## src/rtl/mem_access_stage.sv

```systemverilog
// Memory-access pipeline stage: byte/half/word loads and stores over a req/ack
// data bus, with misalignment detection, timeout abort and one-cycle writeback.
module mem_access_stage #(
  parameter int unsigned TIMEOUT = 255
) (
  input  logic        clk,
  input  logic        rst,
  input  logic        valid_in,
  input  logic        mem_read,
  input  logic        mem_write,
  input  logic [1:0]  size,
  input  logic        unsigned_ld,
  input  logic [31:0] alu_result,
  input  logic [31:0] store_data,
  input  logic [4:0]  rd_in,
  input  logic        reg_write_in,
  output logic        stall,
  output logic        dmem_req,
  output logic        dmem_we,
  output logic [31:0] dmem_addr,
  output logic [3:0]  dmem_be,
  output logic [31:0] dmem_wdata,
  input  logic        dmem_ack,
  input  logic [31:0] dmem_rdata,
  output logic        wb_valid,
  output logic [31:0] wb_data,
  output logic [4:0]  wb_rd,
  output logic        wb_reg_write,
  output logic        misalign,
  output logic        bus_err
);

  localparam int unsigned   CW       = (TIMEOUT > 1) ? $clog2(TIMEOUT) : 1;
  localparam logic [CW-1:0] CNT_LAST = CW'(TIMEOUT - 1);

  typedef enum logic {S_IDLE, S_ACCESS} state_t;

  state_t        r_state;
  logic [CW-1:0] r_cnt;
  logic [1:0]    r_size;
  logic [1:0]    r_off;
  logic          r_uns;
  logic          r_load;
  logic [31:0]   r_alu;
  logic [4:0]    r_rd;
  logic          r_rw;

  logic        w_mem_op;
  logic        w_illegal;
  logic        w_misal;
  logic        w_go;
  logic [3:0]  w_be;
  logic [31:0] w_wdata;
  logic [7:0]  w_byte;
  logic [15:0] w_half;
  logic [31:0] w_ld;

  assign w_mem_op  = mem_read | mem_write;
  assign w_illegal = (mem_read & mem_write) | (size == 2'b11);
  assign w_misal   = ((size == 2'b01) & alu_result[0]) |
                     ((size == 2'b10) & (|alu_result[1:0]));
  assign w_go      = valid_in & w_mem_op & ~w_illegal & ~w_misal;

  assign stall = (r_state == S_ACCESS) | ((r_state == S_IDLE) & w_go);

  always_comb begin
    w_be    = '0;
    w_wdata = '0;
    case (size)
      2'b00: begin
        w_be    = 4'b0001 << alu_result[1:0];
        w_wdata = {4{store_data[7:0]}};
      end
      2'b01: begin
        w_be    = alu_result[1] ? 4'b1100 : 4'b0011;
        w_wdata = {2{store_data[15:0]}};
      end
      2'b10: begin
        w_be    = '1;
        w_wdata = store_data;
      end
      default: begin
        w_be    = '0;
        w_wdata = '0;
      end
    endcase
  end

  // Lane selection uses the offset latched at accept time, since the
  // upstream address is no longer guaranteed valid while ACCESS waits.
  always_comb begin
    w_byte = '0;
    w_half = '0;
    w_ld   = '0;
    case (r_off)
      2'd0:    w_byte = dmem_rdata[7:0];
      2'd1:    w_byte = dmem_rdata[15:8];
      2'd2:    w_byte = dmem_rdata[23:16];
      default: w_byte = dmem_rdata[31:24];
    endcase
    w_half = r_off[1] ? dmem_rdata[31:16] : dmem_rdata[15:0];
    case (r_size)
      2'b00:   w_ld = r_uns ? {24'd0, w_byte} : {{24{w_byte[7]}}, w_byte};
      2'b01:   w_ld = r_uns ? {16'd0, w_half} : {{16{w_half[15]}}, w_half};
      default: w_ld = dmem_rdata;
    endcase
  end

  always_ff @(posedge clk or posedge rst) begin
    if (rst) begin
      r_state      <= S_IDLE;
      r_cnt        <= '0;
      r_size       <= '0;
      r_off        <= '0;
      r_uns        <= 1'b0;
      r_load       <= 1'b0;
      r_alu        <= '0;
      r_rd         <= '0;
      r_rw         <= 1'b0;
      dmem_req     <= 1'b0;
      dmem_we      <= 1'b0;
      dmem_addr    <= '0;
      dmem_be      <= '0;
      dmem_wdata   <= '0;
      wb_valid     <= 1'b0;
      wb_data      <= '0;
      wb_rd        <= '0;
      wb_reg_write <= 1'b0;
      misalign     <= 1'b0;
      bus_err      <= 1'b0;
    end else begin
      wb_valid <= 1'b0;
      misalign <= 1'b0;
      bus_err  <= 1'b0;
      case (r_state)
        S_IDLE: begin
          if (valid_in) begin
            if (!w_mem_op) begin
              wb_valid     <= 1'b1;
              wb_data      <= alu_result;
              wb_rd        <= rd_in;
              wb_reg_write <= reg_write_in;
            end else if (!w_go) begin
              wb_valid     <= 1'b1;
              misalign     <= 1'b1;
              wb_data      <= alu_result;
              wb_rd        <= rd_in;
              wb_reg_write <= 1'b0;
            end else begin
              r_state    <= S_ACCESS;
              r_cnt      <= '0;
              r_size     <= size;
              r_off      <= alu_result[1:0];
              r_uns      <= unsigned_ld;
              r_load     <= mem_read;
              r_alu      <= alu_result;
              r_rd       <= rd_in;
              r_rw       <= reg_write_in;
              dmem_req   <= 1'b1;
              dmem_we    <= mem_write;
              dmem_addr  <= {alu_result[31:2], 2'b00};
              dmem_be    <= w_be;
              dmem_wdata <= w_wdata;
            end
          end
        end
        S_ACCESS: begin
          if (dmem_ack) begin
            r_state  <= S_IDLE;
            dmem_req <= 1'b0;
            wb_valid <= 1'b1;
            wb_rd    <= r_rd;
            if (r_load) begin
              wb_data      <= w_ld;
              wb_reg_write <= r_rw;
            end else begin
              wb_data      <= r_alu;
              wb_reg_write <= 1'b0;
            end
          end else if (r_cnt == CNT_LAST) begin
            r_state      <= S_IDLE;
            dmem_req     <= 1'b0;
            wb_valid     <= 1'b1;
            bus_err      <= 1'b1;
            wb_data      <= r_alu;
            wb_rd        <= r_rd;
            wb_reg_write <= 1'b0;
          end else begin
            r_cnt <= r_cnt + 1'b1;
          end
        end
        default: r_state <= S_IDLE;
      endcase
    end
  end

endmodule

```

## config.mk

```make
export PLATFORM = sky130hd
export DESIGN_NAME = mem_access_stage
export DESIGN_NICKNAME = d
export VERILOG_FILES = /design/src/rtl/mem_access_stage.sv
export SDC_FILE = /design/constraint.sdc
export NUM_CORES = 1
export LEC_CHECK = 0
export ABC_CLOCK_PERIOD_IN_PS = 7700
export CAP_MARGIN = 15
export CORE_MARGIN = 2
export CORE_UTILIZATION = 50
export CTS_CLUSTER_DIAMETER = 60
export DETAILED_ROUTE_END_ITERATION = 8
export HOLD_SLACK_MARGIN = 0.03
export PLACE_DENSITY = 0.9
export SETUP_SLACK_MARGIN = 0.5
export SYNTH_ARGS = -nofsm -noshare
export SYNTH_HDL_FRONTEND = slang
export SYNTH_SLANG_ARGS = --single-unit
```

## constraint.sdc

```tcl
create_clock -name clk -period 7.7 [get_ports clk]
set_input_delay 1.925 -clock clk [delete_from_list [all_inputs] [get_ports clk]]
set_output_delay 1.925 -clock clk [all_outputs]
set_load 0.03 [all_outputs]
```

# ---- Word-level counts from Yosys, hierarchy flattened
# Index checks and enable logic that the tools add are counted.
dict set report totals {
  reg_bits 162
  inputBits 111
  out_inout_bits 112
  elab_cells 114
}
dict set report op_classes {
  n_addsub 1
  n_eq_ne 14
  shift 1
  n_mux 56
  bitwise_logic 14
  reduce_logical 8
}
# operator n
set ops {}
lappend ops {{2-to-1 mux 32 bit} 8}
lappend ops {{case mux 32 bit (2 select lines)} 2}
lappend ops {{case mux 32 bit (3 select lines)} 1}
lappend ops {{2-to-1 mux 8 bit} 5}
lappend ops {{2-to-1 mux 1 bit} 25}
lappend ops {{2-to-1 mux 5 bit} 5}
lappend ops {{case mux 8 bit (3 select lines)} 1}
lappend ops {{2-to-1 mux 16 bit} 1}
lappend ops {{case mux 8 bit (2 select lines)} 1}
lappend ops {{case mux 4 bit (3 select lines)} 1}
lappend ops {{!= test 2 bit (second input constant)} 5}
lappend ops {{case mux 5 bit (2 select lines)} 1}
lappend ops {{adder 8 x 1 -> 8 bit (second input constant)} 1}
lappend ops {{equality test 8 bit (second input constant)} 1}
lappend ops {{case mux 1 bit (2 select lines)} 4}
lappend ops {{AND reduction 4 bit} 2}
lappend ops {{bitwise AND 1 bit} 7}
lappend ops {{equality test 2 x 1 -> 1 bit (second input constant)} 3}
lappend ops {{equality test 2 bit (second input constant)} 3}
lappend ops {{zero test 2 bit} 3}
lappend ops {{AND reduction 5 bit} 1}
lappend ops {{2-to-1 mux 4 bit} 1}
lappend ops {{OR 1 bit} 4}
lappend ops {{<< shifter 1 x 2 -> 4 bit (first input constant)} 1}
lappend ops {{5 further kinds} 7}

# ---- Logic depth before layout (Yosys ltp)
# Gate-level depths: netlist of the first run.
dict set report depth {
  depth_word 9
  mapped_depth 9
}

# ---- Least setup slack after synthesis of the first run
# Ideal clock, no wire load.
dict set report synth_timing {
  path_kind {input -> output}
  start {input port size[0]}
  end {output port stall}
  arrival_ns 3.038
  t_required_ns 5.775
  setup_slack_ns 2.737
  stages 6
  path_buffers 2
  path_cell_list {nor3_1 -> o21a_1 -> buf_4 -> clkbuf_1 -> nand2_1 -> nand2_1}
}
dict set report synth_via {
  elab_chain_cells 7
  word_cells_on_any_way 13
  cone_classes {3 x eq/ne; 10 x bitwise}
}
# item line_no
set synth_lines {}
lappend synth_lines {{start: declaration} 11} ;# input logic [1:0] size,
lappend synth_lines {{equality test 2 bit (tied with other cells)} 59} ;# assign w_illegal = (mem_read & mem_write) | (size == 2'b11);
lappend synth_lines {{OR 1 bit (tied with other cells)} 59}
lappend synth_lines {{inverter 1 bit or OR 1 bit (tied branches)} {62, 60}}
lappend synth_lines {{bitwise AND 1 bit or inverter 1 bit (tied branches)} 62} ;# assign w_go = valid_in & w_mem_op & ~w_illegal & ~w_misal;
lappend synth_lines {{bitwise AND 1 bit *} 62}
lappend synth_lines {{bitwise AND 1 bit *} 64} ;# assign stall = (r_state == S_ACCESS) | ((r_state == S_IDLE) & w_go);
lappend synth_lines {{OR 1 bit *} 64}
lappend synth_lines {{end: declaration} 17} ;# output logic stall,
# Every way passes the cells marked *; elsewhere a longest branch is shown, timed or not.

# ---- Worst setup path in the final report of the first run
# Ends and elaborated chain as after synthesis.

==> impl_metrics.tcl, run 1 <==
set metrics [dict create \
    rr_endpoint "wb_rd[2]" \
    coreArea_um2 13350 \
    synthesis.area_um2 6880 \
    yosys.area.top_type "dfrtp_1" \
    wl_met3_um 1468 \
    nets 922 \
    hpwl_um 14600 \
    worst-path-max-fanout 19 \
    drt_iter0_drc 588 \
    whs_ns 0.4795 \
    r2r_start "r_state" \
    tns_ns 0 \
    crit_chain "clkdlybuf4s50_1 > buf_4 > nor3_1 > o21a_1 > nand2_1 > nand2_1 > clkdlybuf4s50_1" \
    fin_ws_ns 1.304 \
    area_growth_pct 38.90 \
    yosys_warnings 0 \
    cts_buffers 17 \
    synth_top_area_share_pct 47.28 \
    startpoint_type "input pin" \
    rows 42 \
    fill_cells 912 \
    clock_latency_ns 0.42 \
    post-route-min-period_ns 6.396 \
    worst-path-buf-inv 3 \
    dr_wl_met2_um 9839 \
    dr.pass1.iters 6 \
    antenna_found_initial 0 \
    holdCritStartpoint "dmem_be[1]" \
    synthTopCellsByArea "dfrtp_1 (47%), mux2_2 (9.3%), mux2_4 (4.1%)" \
    slew_headroom_pct 25.57 \
    cts_root_buffer "clkbuf_16" \
    htree_levels 4 \
    gp_congestion 0.8984 \
    required_ns 5.78 \
    cts_tree "yes" \
    die_area_um2 14710 \
    clock_tree.buffer_depth 2 \
    antenna_left 0 \
    worstSetupPathType "in2out" \
    ys_ff_latch 130 \
    die_height_um 121.3 \
    hold_depth 2 \
    fin_skew_ns 0.008995 \
    min_to "dmem_be[1]" \
    slew_violations 0 \
    ff2ff_setup_slack_ns 5.03 \
    cts_repair_resize_count 0 \
    status "finished, final reports clean" \
    dieWidth_um 121.3 \
    final_common_cell "clkdlybuf4s50_1" \
    pre_cts_ws_ns 1.339 \
    cts_hold_buffers 0 \
    antenna_cells 0 \
    track_usage_pct 28.67 \
    hp-class "reg2reg" \
    synthFlopType "dfrtp_1" \
    grt_pass1_vias 5967 \
    drive_gt1_share_pct 14.96 \
    synth_sequential_area_ratio_pct 47.28 \
    num_vias 6037 \
    cts.clk_slew.worst_paths_ns 0.05 \
    synth.avg_cell_area_um2 10.70 \
    fin_area_um2 9557 \
    placed_cell_area_um2 8886 \
    grt-ovfl-total 0 \
    setup_violations 0 \
    cp_data_arrival_time_ns 4.47 \
    cpPeakStageDelay_ns 0.67 \
    wl_per_cell_um 20.84 \
    slowest_stage "clkdlybuf4s50_1" \
    async_flop_share_pct 100.0 \
    synth_cell_types 51 \
    post-route-drc-count 0 \
    fin_util_pct 71.60 \
    pin_count 223 \
    timing_hold_violations_final 0 \
    cp_top_family "buffers and inverters" \
    power.density_nw_per_um2 335.4 \
    vdd_ir_drop_max_v 0.0002177 \
    port_buffers 220 \
    p_leak_nw 3.945 \
    reg2reg_depth 6 \
    grt_max_degree 79 \
    dr.max_layer_used "met4" \
    cp-end-kind "primary output" \
    rsz0062_at_grt "false" \
    start_util_pct 51.55 \
    grt_pass1_wl_um 32310 \
    m1WireLength_um 8617 \
    postCtsSetupBuffers 0 \
    synthCells 643 \
    clock-sinks 130 \
    cap_violations 0 \
    fin_crit_sh_pct 83.06 \
    synth-edff-count 0 \
    viasPerCell 6.049 \
    drt_wl_total_um 20800 \
    mostFrequentLayoutCells "clkdlybuf4s50_1 (220), dfrtp_1 (130), mux2_2 (57)" \
    worst_pin_slew_ns 1.116 \
    fmax_mhz 156.4 \
]
## registers in the layout, summed over array words and instances (netlist names)
name	cells
dmem_be	4
r_cnt	8
r_alu	31
misalign	1
r_rd	5
dmem_we	1
r_state	1
r_rw	1
dmem_req	1
r_off	1
r_load	1
wb_reg_write	1
wb_valid	1
r_size	2
wb_rd	5
r_uns	1
dmem_wdata	32
bus_err	1
wb_data	32
## worst max path at each step
stage	from	end	slack [ns]	cells after the start
finish	size[0]	stall	1.30	7
global route	size[0]	stall	1.13	7
CTS	size[0]	stall	1.31	7
detailed placement	size[0]	stall	1.34	7
global placement	size[0]	stall	1.38	7
floorplan	rst	bus_err	2.31	1
## cell families (layout without fill, tap and decap cells)
family          count (synthesis)  in the layout  share of synthesized area [%]
fa+ha+maj                       2              2                         0.3636
simple gates                  104            104                          7.074
buf+inv                        99            277                          8.038
xor+xnor                        1              1                         0.1273
compound gates                217            217                          21.51
flops                         130            130                          47.28
mux                            89             89                          15.55
other cells                     1              2                        0.05450
## cell type report
| cell class | count | area (um2) | share of cell area [%] |
|---|---|---|---|
| timing repair buffer | 230 | 2297 | 24.04 |
| sequential | 130 | 3253 | 34.04 |
| clock inverter | 10 | 181.4 | 1.898 |
| clock buffer | 22 | 454.2 | 4.753 |
| inverter | 15 | 61.31 | 0.6415 |
| multi-input combinational | 415 | 3089 | 32.33 |
| tap | 176 | 220.2 | 2.304 |
## per-layer routing
layer / global-route usage [%] / vias to the layer above
met4: 14.94 / 0
met1: 36.77 / 2953
li1: - / 2706
met2: 45.22 / 298
met5: 0 / -
met3: 6.767 / 80
## power by group
part	switching, W	leakage, nW	total, W	internal, W
Clock	0.000297	0.308	0.000879	0.000582
Combinational	0.000704	2.05	0.00127	0.000570
Sequential	0.000172	1.59	0.00105	0.000880
## tightest hold or removal path, cell delays in order, from the launching register on
cell and delay, ns:
dfrtp_1 0.34, nand2_1 0.05, o21ai_0 0.06
## cell usage after synthesis, types with 16 or more instances
cell type / n
a21oi_1: 33
a221oi_1: 25
buf_4: 34
clkbuf_1: 29
dfrtp_1: 130
mux2_2: 57
mux2_4: 19
nand2_1: 49
nor2_1: 16
o21ai_0: 53
o221ai_1: 16
o22ai_1: 19
o31ai_1: 21
## through the flow
stage | instances | power (W)
floorplan | 644 | 0.001852
global placement | 964 | 0.002271
detailed placement | 964 | 0.002312
CTS | 996 | 0.003202
global route | 998 | 0.003336
finish | 998 | 0.003205
Note: power is estimated with default switching activity, not from simulation.
==> run 2: changes to the inputs <==
Settings changed: ABC_CLOCK_PERIOD_IN_PS 7700 to 6410, CORE_UTILIZATION 50 to 47, PLACE_DENSITY 0.9 to 0.85.
Clock period 7.7 ns to 6.41 ns, I/O delays scaled along.
==> run 2 against run 1 <==
  * Combinational power increased by 20%
  * Core utilization down 5.3 points
  * Cell area about the same
  * Setup slack got worse by 0.32 ns
  * Flip-flop and latch count unchanged
  * Power rose by 18%
  * Register-to-register slack got worse by 1.3 ns
  * Worst hold slack worse by 0.0026 ns
  * Non-clock buffer count down 1
  * Highest routed layer unchanged
  * First-iteration DRC count down 13%
==> impl_metrics.tcl, run 2 (same netlist as run 1, synthesis figures left out) <==
set metrics [dict create \
    status "finished, final reports clean" \
    placed_cell_area_um2 8906 \
    grt-ovfl-total 0 \
    die_height_um 125.0 \
    hp-class "reg2reg" \
    antenna_left 0 \
    post-route-drc-count 0 \
    cp_data_arrival_time_ns 3.82 \
    rsz0062_at_grt "false" \
    cts.clk_slew.worst_paths_ns 0.05 \
    tns_ns 0 \
    cts_root_buffer "clkbuf_16" \
    coreArea_um2 14420 \
    antenna_found_initial 0 \
    fmax_mhz 184.3 \
    final_common_cell "clkdlybuf4s50_1" \
    vdd_ir_drop_max_v 0.0002580 \
    fin_area_um2 9559 \
    start_util_pct 47.70 \
    slew_violations 0 \
    worstSetupPathType "in2out" \
    nets 921 \
    fin_util_pct 66.27 \
    power.density_nw_per_um2 396.8 \
    startpoint_type "input pin" \
    cts_buffers 17 \
    clock_latency_ns 0.42 \
    setup_violations 0 \
    worst_pin_slew_ns 1.142 \
    grt_pass1_vias 5727 \
    gp_congestion 0.8972 \
    cts_tree "yes" \
    clock_tree.buffer_depth 2 \
    dr.pass1.iters 5 \
    fin_crit_sh_pct 84.64 \
    power.total_w 0.003793 \
    postCtsSetupBuffers 0 \
    top_regs "dmem_wdata x32, wb_data x32, r_alu x31" \
    fin_cells 1006 \
    fin_skew_ns 0.004809 \
    pin_count 223 \
    timing_hold_violations_final 0 \
    worst-path-max-fanout 19 \
    hpwl_um 14130 \
    required_ns 4.81 \
    rows 44 \
    track_usage_pct 25.92 \
    htree_levels 4 \
    dieWidth_um 125.0 \
    drt_iter0_drc 511 \
    cap_violations 0 \
    cp-end-kind "primary output" \
    cts_hold_buffers 0 \
    drt_wl_total_um 20470 \
    cts_repair_resize_count 0 \
    grt_pass1_wl_um 32290 \
    fill_cells 1106 \
    slew_headroom_pct 23.68 \
    placed_cells 971 \
    die_area_um2 15620 \
    wl_per_cell_um 20.35 \
    mostFrequentLayoutCells "clkdlybuf4s50_1 (220), dfrtp_1 (130), mux2_2 (57)" \
    area_growth_pct 38.93 \
    viasPerCell 5.903 \
    drive_gt1_share_pct 15.23 \
    clock-sinks 130 \
    p_leak_nw 3.935 \
    post-route-min-period_ns 5.426 \
    grt_max_degree 93 \
    num_vias 5938 \
    port_buffers 220 \
]
-- run 2: cell count changes in the layout (fill, tap and decap cells not counted), sizes merged --
cell	delta
buf	-1
bufinv	-2
clkinv	-1
clkbuf	+1
clkinvlp	+2
diode	+1
-- run 2: critical path: stages --
cell and delay (ns):
clkdlybuf4s50_1 0.54, xor2_1 0.40, o21a_1 0.21, buf_4 0.25, nand2_1 0.08, nand2_1 0.08
clkdlybuf4s50_1 0.67
-- run 2: final cells by class --
class	count	area (um2)	area share, %
Antenna cell	1	2.502	0.02618
Clock buffer	23	488.0	5.105
Clock inverter	9	127.6	1.335
Inverter	15	63.81	0.6675
Multi-Input combinational cell	415	3092	32.34
Sequential cell	130	3253	34.03
Tap cell	184	230.2	2.408
Timing Repair Buffer	229	2302	24.08
-- run 2: where the power goes --
| part | internal (W) | switching (W) |
|---|---|---|
| Combinational | 0.000685 | 0.000848 |
| Clock | 0.000651 | 0.000355 |
| Sequential | 0.00106 | 0.000197 |
-- run 2: layer usage --
| layer | vias to the layer above | share of wire (%) | GRT usage, % |
|---|---|---|---|
| met2 | 238 | 47 | 39.51 |
| li1 | 2720 | - | - |
| met3 | 54 | 6.5 | 6.889 |
| met1 | 2926 | 43 | 35.28 |
| met4 | 0 | 3.6 | 10.92 |
| met5 | - | 0 | 0 |
-- run 2: final timing paths --
path                                    start             to  slack, ns  cells past startpoint
worst max-delay path                 mem_read          stall       0.98                      7
worst min-delay path            dmem_wdata[5]  dmem_wdata[5]       0.48                      2
worst max register to register        r_state       wb_rd[1]       3.72                      6
worst min register to register  dmem_wdata[5]  dmem_wdata[5]       0.48                      2
max in group asynchronous                 rst      r_alu[18]       3.61                      3
min in group asynchronous                 rst      r_alu[30]       1.69                      2
-- run 2: per-stage QoR --
step | setup slack (ns) | hold WS, ns
2_1_floorplan | 1.338 | 0.4368
3_3_place_gp | 1.025 | 0.4622
3_5_place_dp | 0.9952 | 0.4692
4_1_cts | 0.9937 | 0.4816
5_1_grt | 0.8150 | 0.4984
6_report | 0.9843 | 0.4769
